`src/rtl/tail_light_pkg.sv`:
```
// Shared types and constants for the tail-light cluster: mode encoding,
// lamp patterns and default blink timing.
package tail_light_pkg;

  localparam int unsigned LED_W          = 3;
  localparam int unsigned MODE_W         = 2;
  localparam int unsigned BLINK_HALF_DEF = 500;
  localparam int unsigned CNT_W_DEF      = 9;

  typedef enum logic [MODE_W-1:0] {
    IDLE   = 2'b00,
    LEFT   = 2'b01,
    RIGHT  = 2'b10,
    HAZARD = 2'b11
  } mode_t;

  localparam logic [LED_W-1:0] LEDS_OFF = 3'b000;
  localparam logic [LED_W-1:0] LEDS_ON  = 3'b111;

endpackage

```
`src/rtl/tl_blink_timer.sv`:
```
// Half-period blink timer: restart loads phase high, then phase toggles
// every BLINK_HALF cycles while run is asserted.
module tl_blink_timer #(
  parameter int unsigned BLINK_HALF = tail_light_pkg::BLINK_HALF_DEF,
  parameter int unsigned CNT_W      = tail_light_pkg::CNT_W_DEF
) (
  input  logic clk,
  input  logic rst_n,
  input  logic run,
  input  logic restart,
  output logic phase
);

  logic [CNT_W-1:0] cnt;

  always_ff @(posedge clk or negedge rst_n) begin
    if (!rst_n) begin
      cnt   <= '0;
      phase <= 1'b0;
    end else if (restart) begin
      cnt   <= '0;
      phase <= 1'b1;
    end else if (run) begin
      if (cnt == CNT_W'(BLINK_HALF - 1)) begin
        cnt   <= '0;
        phase <= ~phase;
      end else begin
        cnt <= cnt + CNT_W'(1);
      end
    end else begin
      cnt   <= '0;
      phase <= 1'b0;
    end
  end

endmodule

```
`src/rtl/tail_light_ctrl.sv`:
```
// Tail-light cluster sequencer: synchronizes switches, arbitrates the lamp
// mode, enables the turn sequencers and merges patterns with blink/brake.
module tail_light_ctrl
  import tail_light_pkg::*;
#(
  parameter int unsigned BLINK_HALF = BLINK_HALF_DEF,
  parameter int unsigned CNT_W      = CNT_W_DEF
) (
  input  logic              clk,
  input  logic              rst_n,
  input  logic              left_sw,
  input  logic              right_sw,
  input  logic              hazard_sw,
  input  logic              brake,
  input  logic [LED_W-1:0]  left_seq_leds,
  input  logic [LED_W-1:0]  right_seq_leds,
  output logic              left_ena,
  output logic              right_ena,
  output logic [LED_W-1:0]  left_leds,
  output logic [LED_W-1:0]  right_leds,
  output logic [MODE_W-1:0] mode
);

  localparam int unsigned SW_W = 4;

  logic [SW_W-1:0] sync1, sync2;
  logic            left_s, right_s, hazard_s, brake_s;
  mode_t           mode_q, mode_next;
  logic            phase;
  logic            blink_run, blink_restart;
  logic [LED_W-1:0] brake_leds;

  // Two-flop synchronizer for all asynchronous switch inputs
  always_ff @(posedge clk or negedge rst_n) begin
    if (!rst_n) begin
      sync1 <= '0;
      sync2 <= '0;
    end else begin
      sync1 <= {hazard_sw, brake, right_sw, left_sw};
      sync2 <= sync1;
    end
  end

  assign left_s   = sync2[0];
  assign right_s  = sync2[1];
  assign brake_s  = sync2[2];
  assign hazard_s = sync2[3];

  always_ff @(posedge clk or negedge rst_n) begin
    if (!rst_n) mode_q <= IDLE;
    else        mode_q <= mode_next;
  end

  // Turn modes always fall back through IDLE so the sequencers restart
  always_comb begin
    mode_next = mode_q;
    if (hazard_s) begin
      mode_next = HAZARD;
    end else begin
      unique case (mode_q)
        IDLE: begin
          if (left_s && !right_s)      mode_next = LEFT;
          else if (right_s && !left_s) mode_next = RIGHT;
          else                         mode_next = IDLE;
        end
        LEFT:    if (!left_s || right_s) mode_next = IDLE;
        RIGHT:   if (!right_s || left_s) mode_next = IDLE;
        HAZARD:  mode_next = IDLE;
        default: mode_next = IDLE;
      endcase
    end
  end

  always_ff @(posedge clk or negedge rst_n) begin
    if (!rst_n) begin
      left_ena  <= 1'b0;
      right_ena <= 1'b0;
    end else begin
      left_ena  <= (mode_next == LEFT);
      right_ena <= (mode_next == RIGHT);
    end
  end

  assign blink_run     = (mode_q == HAZARD);
  assign blink_restart = (mode_next == HAZARD) && (mode_q != HAZARD);

  tl_blink_timer #(
    .BLINK_HALF (BLINK_HALF),
    .CNT_W      (CNT_W)
  ) u_blink (
    .clk     (clk),
    .rst_n   (rst_n),
    .run     (blink_run),
    .restart (blink_restart),
    .phase   (phase)
  );

  assign brake_leds = brake_s ? LEDS_ON : LEDS_OFF;

  // Lamp merge: hazard blink overrides brake, turn side passes its pattern
  always_ff @(posedge clk or negedge rst_n) begin
    if (!rst_n) begin
      left_leds  <= LEDS_OFF;
      right_leds <= LEDS_OFF;
    end else begin
      unique case (mode_q)
        HAZARD: begin
          left_leds  <= {LED_W{phase}};
          right_leds <= {LED_W{phase}};
        end
        LEFT: begin
          left_leds  <= left_seq_leds;
          right_leds <= brake_leds;
        end
        RIGHT: begin
          left_leds  <= brake_leds;
          right_leds <= right_seq_leds;
        end
        default: begin
          left_leds  <= brake_leds;
          right_leds <= brake_leds;
        end
      endcase
    end
  end

  assign mode = mode_q;

endmodule

```
`config.mk`:
```
export PLATFORM = sky130hd
export DESIGN_NAME = tail_light_ctrl
export DESIGN_NICKNAME = d
export VERILOG_FILES = /design/src/rtl/tail_light_pkg.sv /design/src/rtl/tl_blink_timer.sv /design/src/rtl/tail_light_ctrl.sv
export SDC_FILE = /design/constraint.sdc
export NUM_CORES = 1
export LEC_CHECK = 0
export CAP_MARGIN = 20
export CORE_AREA = 3 3 52 54
export CTS_BUF_LIST = sky130_fd_sc_hd__clkbuf_16
export CTS_CLUSTER_DIAMETER = 60
export DETAILED_ROUTE_END_ITERATION = 6
export DIE_AREA = 0 0 55 57
export PLACE_DENSITY = 0.75
export SYNTH_ARGS = -nofsm -noshare
export SYNTH_HDL_FRONTEND = slang
export SYNTH_SLANG_ARGS = --single-unit
```
`constraint.sdc`:
```
create_clock -name clk -period 1.7 [get_ports clk]
set_input_delay 0.17 -clock clk [delete_from_list [all_inputs] [get_ports clk]]
set_output_delay 0.17 -clock clk [all_outputs]
set_load 0.02 [all_outputs]
```
==> reports/qor.txt <==
Vias in the first global route - 770
Hold buffer count at CTS - 0
Core region area - 0.00225 mm2
Clock buffer depth - 2
Post-Syn Area per Cell - 11.7 um2
Main combinational cell family by area after synthesis - simple AND/OR/NAND/NOR gates
CP Data Arrival Time - 1440 ps
Final Hold Fails - 0
Max-Cap Viols - 0
Root Buffer - clkbuf_16
Worst r2r src - u_blink.cnt[0]$_DFF_PN0_
Worst-Margin Slew - 353 ps
Io pins - 22
Die W - 55 um
Synth Area in Compound Gates - 10.6%
Design area - 0.00145 mm2
RR Endpoint - u_blink.phase$_DFFE_PN0P_
Worst skew pair latency - 260 ps
Fin crit share - 94.7%
Top fanout value on the critical path - 10
XOR/XNOR Fraction of Synth Area - 2.41%
Fin. max-slew vios - 0
Post-Synth Adder-Cell Area - 1.15%
Worst path cell trace - clkdlybuf4s50_1
Post-layout net count - 132
Worst hold path type - in -> async
Mapped Area - 0.00109 mm2
Power per cell area - 1080 mW/mm2
GRT overflow - 0
Drt wl/cell - 12.7 um
CTS sink count - 28
Vias after detailed routing - 753
Clk_skew - 1.24 ps
Layout area overhead - 32.6%
Syn_nets - 106
ANT nets after route - 0
Placed Area - 0.00134 mm2
ANT cells - 0
TritonCTS buffer count - 3
Initial antenna violation count - 0
GPL Wtd Cong - 0.712
Setup violators final - 0
Status - finished clean
Crit path launch type - flop
DRT iter0 DRCs - 17
Slowest cell delay on critical path - 680 ps
Die H - 57 um
CTS HTree Levels - 1
Wire length after detailed routing - 1.86 mm
Placement row count - 17
Fin Hold WS - 287 ps
Final HPWL from detailed placement - 1.26 mm
Via-to-Cell Ratio - 5.16
Clock transition at the registers of the reported paths - 60 ps
Largest net degree at the start of global routing - 29
Tot GR Track Use - 14.1%
Sequential fraction of the synthesis area - 64.2%
CTS tree - yes
Die area - 0.00314 mm2
FF+latch count, synth - 28
First-pass DRT Iterations - 4
# Post-CTS Setup Buffers - 0
Leak - 0.000601 uW
Post-synthesis simple-gate area fraction - 19.4%
PostCTS Resize Cnt - 0
Internal reg-to-reg setup slack - 230 ps
Port buffer count - 21
Family with the most delay on the worst path - buffers and inverters
Wire length of the first global-routing pass - 3.24 mm
VDD IR max - 0.770 mV
CP max-delay cell - clkdlybuf4s50_1
Setup TNS - 0 ps
Relative slew slack - 76.4%
Layout cells sized above 1 - 7.63%
Fmax - 621 MHz
Drc violations - 0
Final worst path period need - 1610 ps
Core Util, Final - 64.2%
Starting density of the core - 48.4%
RSZ-0062 raised after global routing - no
Number of distinct library cells after synthesis - 26
Crit end category - primary output
Post-synthesis mux area share - 0%
Syn. warnings - 0
WP data required - 1530 ps
Reg2Reg Depth - 4
WS Path Type - reg -> out
Worst path bufs/invs - 1
Synth Instances - 93
==> per-layer routing <==
metal,up-vias,track usage [%],wire [um]
met5,-,0,0
met4,0,5.21,23
met3,4,4.18,129
met2,19,22.5,918
met1,359,18.0,786
li1,371,-,-
==> flip-flops by register name, indices dropped and copies added, names as in the netlist <==
signal,count
left_ena,1
left_leds,3
mode,2
right_ena,1
right_leds,3
sync1,4
sync2,4
u_blink.cnt,9
u_blink.phase,1
==> final cells by class <==
| cell class | count | area (um2) |
|---|---|---|
| Timing Repair Buffer | 23 | 225 |
| Fill cell | 188 | 808 |
| Clock inverter | 1 | 30.0 |
| Tap cell | 28 | 35.0 |
| Clock buffer | 3 | 75.1 |
| Multi-Input combinational cell | 59 | 365 |
| Sequential cell | 28 | 701 |
| Inverter | 4 | 15.0 |
==> where the power goes <==
| part | internal [uW] | total [uW] | switching, uW |
|---|---|---|---|
| registers | 702 | 721 | 19.0 |
| logic | 79.5 | 156 | 76.1 |
| clock network | 468 | 679 | 211 |
| total | 1250 | 1560 | 306 |
==> worst max path at each step <==
stage | from | end | cells after the start
final | mode[1]$_DFF_PN0_ | mode[1] | 1
after global placement | u_blink.cnt[0]$_DFF_PN0_ | u_blink.phase$_DFFE_PN0P_ | 4
after detailed placement | u_blink.cnt[0]$_DFF_PN0_ | u_blink.phase$_DFFE_PN0P_ | 4
after floorplan | mode[1]$_DFF_PN0_ | u_blink.cnt[7]$_DFF_PN0_ | 4
after CTS | mode[1]$_DFF_PN0_ | mode[1] | 1
after global routing | mode[1]$_DFF_PN0_ | mode[1] | 1
==> metrics by stage <==
stage | cells | power [uW] | setup slack (ps)
after floorplan | 93 | 800 | 310
after global placement | 142 | 889 | 290
after detailed placement | 142 | 892 | 255
after CTS | 146 | 1570 | 78.8
after global routing | 146 | 1620 | 34.0
final | 146 | 1560 | 90.9
==> layout by cell type, fill, tap and decap left out, drive strengths merged <==
master          n
clkbuf          3
nor3b           1
a211oi          2
nor2           11
nand4bb         1
dfrtp          28
ha              1
or3             1
o21bai          1
a21boi          2
o31ai           1
nand3           4
xor2            1
a31oi           1
nand2b          8
a21oi           8
and3            2
buf             2
clkdlybuf4s50  21
o2111ai         1
bufinv          1
o21ai           3
nand2           4
or4             2
xnor2           2
nand4           2
inv             4
==> synthesized netlist by cell type <==
cell,count,area share [%]
clkbuf_2,2,0.92
nor2_1,11,3.8
or4_1,2,1.4
nand2_1,3,1.0
ha_1,1,1.1
and3_2,1,0.69
o31ai_1,1,0.69
and3_1,1,0.57
nor3b_1,1,0.69
nand3_1,4,1.8
a211oi_1,2,1.4
dfrtp_1,28,64
nand2_2,1,0.57
o21ai_0,3,1.4
a21oi_1,8,3.7
a21boi_0,2,1.4
xor2_1,1,0.80
o21bai_1,1,0.69
nand4_1,2,1.1
inv_1,4,1.4
nand4bb_4,1,2.5
xnor2_1,2,1.6
or3_1,1,0.57
o2111ai_1,1,0.80
a31oi_1,1,0.57
nand2b_1,8,4.6
==> worst reg2reg max path, stage by stage, from the launching register on <==
cell	delay (ps)
dfrtp_1	380
ha_1	270
nand4bb_4	170
or4_1	490
nand3_1	90
==> logic make-up (layout without fill, tap and decap cells) <==
kind of cell             Yosys count  count (layout)
AO/OA/AOI/OAI                     19              19
XOR/XNOR                           3               3
adder cells (fa/ha/maj)            1               1
buffers and inverters              6              31
flip-flops                        28              28
AND/OR/NAND/NOR                   36              36
(Power assumes the default switching activity.)
==> edit 1 (config.mk and constraints unchanged) <==
Reset style: synchronous (`rst_n`), changed in 5 clocked blocks. Comments in the files are not updated.
--- a/src/rtl/tl_blink_timer.sv
+++ b/src/rtl/tl_blink_timer.sv
@@ -13,7 +13,7 @@
 
   logic [CNT_W-1:0] cnt;
 
-  always_ff @(posedge clk or negedge rst_n) begin
+  always_ff @(posedge clk) begin
     if (!rst_n) begin
       cnt   <= '0;
       phase <= 1'b0;
--- a/src/rtl/tail_light_ctrl.sv
+++ b/src/rtl/tail_light_ctrl.sv
@@ -31,7 +31,7 @@
   logic [LED_W-1:0] brake_leds;
 
   // Two-flop synchronizer for all asynchronous switch inputs
-  always_ff @(posedge clk or negedge rst_n) begin
+  always_ff @(posedge clk) begin
     if (!rst_n) begin
       sync1 <= '0;
       sync2 <= '0;
@@ -46,7 +46,7 @@
   assign brake_s  = sync2[2];
   assign hazard_s = sync2[3];
 
-  always_ff @(posedge clk or negedge rst_n) begin
+  always_ff @(posedge clk) begin
     if (!rst_n) mode_q <= IDLE;
     else        mode_q <= mode_next;
   end
@@ -71,7 +71,7 @@
     end
   end
 
-  always_ff @(posedge clk or negedge rst_n) begin
+  always_ff @(posedge clk) begin
     if (!rst_n) begin
       left_ena  <= 1'b0;
       right_ena <= 1'b0;
@@ -98,7 +98,7 @@
   assign brake_leds = brake_s ? LEDS_ON : LEDS_OFF;
 
   // Lamp merge: hazard blink overrides brake, turn side passes its pattern
-  always_ff @(posedge clk or negedge rst_n) begin
+  always_ff @(posedge clk) begin
     if (!rst_n) begin
       left_leds  <= LEDS_OFF;
       right_leds <= LEDS_OFF;
Check against the original RTL: differs if rst_n is asserted again (counterexample within 4 cycles, from zero or initial values and one cycle with rst_n low); with rst_n held inactive, the same outputs for 10 cycles.
==> edit 1 against the unedited design <==
Synthesized area is 9.5% lower; cell area is 7.3% lower; first-iteration DRC count is 5.9% higher; critical endpoint unchanged; total power is 6.0% lower; sequential cell count stayed put; clock skew is 1.3 ps higher; wire length is 4.1% lower; largest cell class unchanged; setup slack better by 35 ps.
==> edit 1: results <==
finish:
  largest_registers: "u_blink.cnt x9, sync1 x4, sync2 x4"
  final_nets: 137
  n_antenna_cell: 0
  drive_gt1_share_pct: 4.878
  fillCellCount: 203
clocking:
  cts_buffers: 3
  clockBufferDepth: 2
  cts-root-buf: "clkbuf_16"
  clk_pin_slew_ps: 70
  post_cts_buffers: 0
  clock_latency_ps: 260
  h-tree-depth: 1
  cts_resized: 0
route:
  wl_um: 1781
  via_count: 759
  drt_iter0_markers: 18
  first_pass_iters: 4
logic_synthesis:
  seq_area_frac_synth_pct: 56.78
  synthTopCellsByCount: "28 x dfxtp_1, 9 x a21oi_1, 9 x and2_1"
  synth-main-ff-cell: "dfxtp_1"
  yosysWarnings: 0
  async_flop_share_pct: 0
  synth.distinct_cells: 25
  syn_nets: 111
  synthTopCellsByArea: "dfxtp_1 57%, and2_1 5.7%, a21oi_1 4.6%, o21ai_0 4.1%, nand2b_1 3.8%"
hold_path:
  hp-class: "reg -> reg"
pwr:
  ir_drop_v: 0.0006503
  power.share.switching_pct: 17.90
  p_leak_nw: 0.4864
setup_path:
  critPathMaxFanout: 10
  slowest_delay_ps: 670
  cpLargestDelayFamily: "buffers and inverters"
  slowest_stage: "clkdlybuf4s50_1"
  critPathArrivalTime_ps: 1400
timing:
  fin_skew_ps: 2.502
  worst-slew-pin-transition_ps: 438.2
  setup_violations: 0
global_routing:
  grt_pass1_vias: 740
  grt_pass1_wl_um: 2918
  antenna_found_initial: 0
  grt_max_degree: 17
  grtUsageTotal_pct: 12.57
placement:
  place_hpwl_um: 1280
  routabilityCongestion: 0.7305
  port_buffers: 21
run_status:
  status: "finished clean"
## edit 1: worst register-to-register path, cell delays in order (launching register included)
cell and delay (ps):
dfxtp_1 370, ha_1 220, nand4bb_1 210, o21bai_1 430, nor2_1 90
## edit 1: kinds of logic after synthesis
group,synth area share [%]
compound gates,13.81
xor+xnor,2.662
fa+ha+maj,1.267
buf+inv,1.520
flops,56.78
simple gates,23.95
## edit 1: metrics by stage
step	std cells	worst slack (ps)	area (um2)	power, mW
detailed placement	147	226.3	1236	0.7945
floorplan	98	402.5	987.2	0.7391
finish	151	125.7	1341	1.462
global placement	147	265.8	1236	0.7919
CTS	151	118.0	1341	1.473
global route	151	45.95	1341	1.516
## edit 1: final cells by class
| type | instances | area (um2) | share of cell area, % |
|---|---|---|---|
| Clock buffer | 3 | 75.07 | 5.597 |
| Clock inverter | 1 | 30.03 | 2.239 |
| Inverter | 3 | 11.26 | 0.8395 |
| Multi-Input combinational cell | 66 | 411.6 | 30.69 |
| Sequential cell | 28 | 560.5 | 41.79 |
| Tap cell | 28 | 35.03 | 2.612 |
| Timing Repair Buffer | 22 | 217.7 | 16.23 |
## edit 1: layer usage
| metal | up-vias | track usage, % | wire, um |
|---|---|---|---|
| li1 | 391 | - | - |
| met5 | - | 0 | 0 |
| met3 | 2 | 3.916 | 115 |
| met2 | 20 | 23.14 | 910 |
| met4 | 0 | 4.167 | 27 |
| met1 | 346 | 12.83 | 727 |
## edit 1: path summary, 6_finish.rpt
kind                                   from                   endpoint  slack (ps)  cells after the start
hold reg to reg         sync1[2]$_SDFF_PN0_        sync2[2]$_SDFF_PN0_         430                      1
hold / removal          sync1[2]$_SDFF_PN0_        sync2[2]$_SDFF_PN0_         430                      1
setup reg to reg  u_blink.cnt[0]$_SDFF_PP0_  u_blink.cnt[2]$_SDFF_PP0_         260                      4
setup / recovery         mode[1]$_SDFF_PN0_                    mode[1]         130                      1
## edit 1: power groups by stage
stage	sequential (mW)	combinational, mW	clock, mW
2_1_floorplan	0.713	0.0260	0
3_3_place_gp	0.701	0.0910	0
3_5_place_dp	0.702	0.0923	0
4_1_cts	0.687	0.0930	0.693
5_1_grt	0.689	0.101	0.725
6_report	0.687	0.0914	0.684
==> edit 2 (config.mk and constraints unchanged) <==
Made on the original files. Add an input register stage for `left_sw`, `right_sw`, `hazard_sw`, `brake`, `left_seq_leds` and `right_seq_leds`, without a reset; this delays them by one clock.
--- a/src/rtl/tail_light_ctrl.sv
+++ b/src/rtl/tail_light_ctrl.sv
@@ -23,6 +23,22 @@
 
   localparam int unsigned SW_W = 4;
 
+  logic left_sw_q;
+  logic right_sw_q;
+  logic hazard_sw_q;
+  logic brake_q;
+  logic [LED_W-1:0] left_seq_leds_q;
+  logic [LED_W-1:0] right_seq_leds_q;
+
+  always_ff @(posedge clk) begin
+    left_sw_q        <= left_sw;
+    right_sw_q       <= right_sw;
+    hazard_sw_q      <= hazard_sw;
+    brake_q          <= brake;
+    left_seq_leds_q  <= left_seq_leds;
+    right_seq_leds_q <= right_seq_leds;
+  end
+
   logic [SW_W-1:0] sync1, sync2;
   logic            left_s, right_s, hazard_s, brake_s;
   mode_t           mode_q, mode_next;
@@ -36,7 +52,7 @@
       sync1 <= '0;
       sync2 <= '0;
     end else begin
-      sync1 <= {hazard_sw, brake, right_sw, left_sw};
+      sync1 <= {hazard_sw_q, brake_q, right_sw_q, left_sw_q};
       sync2 <= sync1;
     end
   end
@@ -109,12 +125,12 @@
           right_leds <= {LED_W{phase}};
         end
         LEFT: begin
-          left_leds  <= left_seq_leds;
+          left_leds  <= left_seq_leds_q;
           right_leds <= brake_leds;
         end
         RIGHT: begin
           left_leds  <= brake_leds;
-          right_leds <= right_seq_leds;
+          right_leds <= right_seq_leds_q;
         end
         default: begin
           left_leds  <= brake_leds;
Function: changed (Yosys sat finds a counterexample within 4 cycles, from zero or initial values and one cycle with rst_n low).
==> edit 2 against the unedited design <==
Synthesized area rose by 18%; wire length grew 21%; cell count up 8.9%; count of clock-buffer cells in the layout increased by 2; total power up 48%; setup slack improved by 55 ps; synthesized cell count rose by 11%; non-clock buffer count decreased by 1; sequential cell count grew 10; cell area up 19%; register-to-register slack got worse by 20 ps; first-iteration DRC count fell by 35%.
==> edit 2: results <==
timing:
  fin_skew_ps: 3.179
  finalHoldWorstSlack_ps: 271.5
  worst-slew-pin-transition_ps: 343.8
finish:
  fillCellCount: 152
  drive_gt1_share_pct: 9.924
  final_nets: 143
  largest_registers: "u_blink.cnt x9, sync1 x4, sync2 x4"
clocking:
  cts-root-buf: "clkbuf_16"
  cts_buffers: 5
  clock_latency_ps: 280
  cts_resized: 0
  h-tree-depth: 2
  clockBufferDepth: 2
logic_synthesis:
  synthTopCellsByArea: "dfrtp_1 54%, dfxtp_1 16%, nand2b_1 3.9%, nor2_1 3.2%, a21oi_1 3.1%"
  async_flop_share_pct: 73.68
  synth.distinct_cells: 27
  syn-cell-area_um2: 1291
  synthTopCellsByCount: "28 x dfrtp_1, 11 x nor2_1, 10 x dfxtp_1"
  synth-main-ff-cell: "dfrtp_1"
  syn_nets: 116
  seq_area_frac_synth_pct: 69.77
global_routing:
  grt_max_degree: 29
  grt_pass1_wl_um: 3905
  antenna_found_initial: 0
  grt_overflow: 0
  grtUsageTotal_pct: 17.85
  grt_pass1_vias: 861
pwr:
  power.switching_mw: 0.4339
  ir_drop_v: 0.001041
  p_leak_nw: 0.7187
route:
  drt_iter0_markers: 11
  wl_per_cell_um: 14.08
  via_count: 833
setup_path:
  slowest_stage: "clkdlybuf4s50_1"
  critPathMaxFanout: 10
  reg2reg_from: "u_blink.cnt[0]$_DFF_PN0_"
  slowest_delay_ps: 640
  critPathArrivalTime_ps: 1380
  ff2ff_setup_slack_ps: 210
run_status:
  status: "finished clean"
placement:
  place_hpwl_um: 1423
  routabilityCongestion: 0.8149
## edit 2: changes by cell type after synthesis, sizes merged
cell,delta
dfxtp,+10
## edit 2: final cells by class
cell class                 instances  area (um2)  area share (%)
sequential                        38       903.4           52.36
multi-input combinational         59       365.4           21.17
timing repair buffer              22       217.7           12.62
clock buffer                       5       125.1           7.252
clock inverter                     3       63.81           3.698
tap                               28       35.03           2.030
inverter                           4       15.01          0.8702
## edit 2: power groups by stage
stage               clock network [mW]  logic [mW]  registers (mW)
finish                            1.17       0.153           0.978
global route                      1.22       0.171           0.985
CTS                               1.17       0.155           0.978
detailed placement                   0       0.152           0.993
global placement                     0       0.149           0.991
floorplan                            0      0.0447            1.01
## edit 2: per-stage QoR
stage	total power [mW]	instances	util, %	setup slack (ps)	area (um2)
3_3_place_gp	1.140	151	68.04	289.6	1534
4_1_cts	2.305	159	76.42	40.57	1723
6_report	2.296	159	76.53	146.3	1725
3_5_place_dp	1.145	151	68.04	231.7	1534
2_1_floorplan	1.054	103	-	309.5	1291
5_1_grt	2.379	159	76.53	91.24	1725
## edit 2: routing by layer
metal | wire length, um | vias to the layer above | track usage (%)
met5 | 0 | - | 0
met4 | 42 | 0 | 7.639
met3 | 132 | 6 | 6.266
met2 | 1104 | 27 | 28.55
met1 | 959 | 394 | 21.37
li1 | - | 406 | -
## edit 2: logic make-up after synthesis
logic type | count (synthesis) | share of synthesized area, %
adder cells (fa/ha/maj) | 1 | 0.9688
buffers and inverters | 6 | 1.938
AO/OA/AOI/OAI | 19 | 8.915
XOR/XNOR | 3 | 2.035
flip-flops | 38 | 69.77
AND/OR/NAND/NOR | 36 | 16.38
## edit 2: how the worst max path moves through the flow
stage                                         from                   endpoint  slack, ps  depth (start not counted)
after floorplan                  mode[1]$_DFF_PN0_   u_blink.cnt[7]$_DFF_PN0_        310                          4
after detailed placement  u_blink.cnt[0]$_DFF_PN0_  u_blink.phase$_DFFE_PN0P_        230                          4
after global routing             mode[0]$_DFF_PN0_                    mode[0]         90                          1
after global placement    u_blink.cnt[0]$_DFF_PN0_  u_blink.phase$_DFFE_PN0P_        290                          4
after CTS                        mode[0]$_DFF_PN0_                    mode[0]         40                          1
final                            mode[0]$_DFF_PN0_                    mode[0]        150                          1
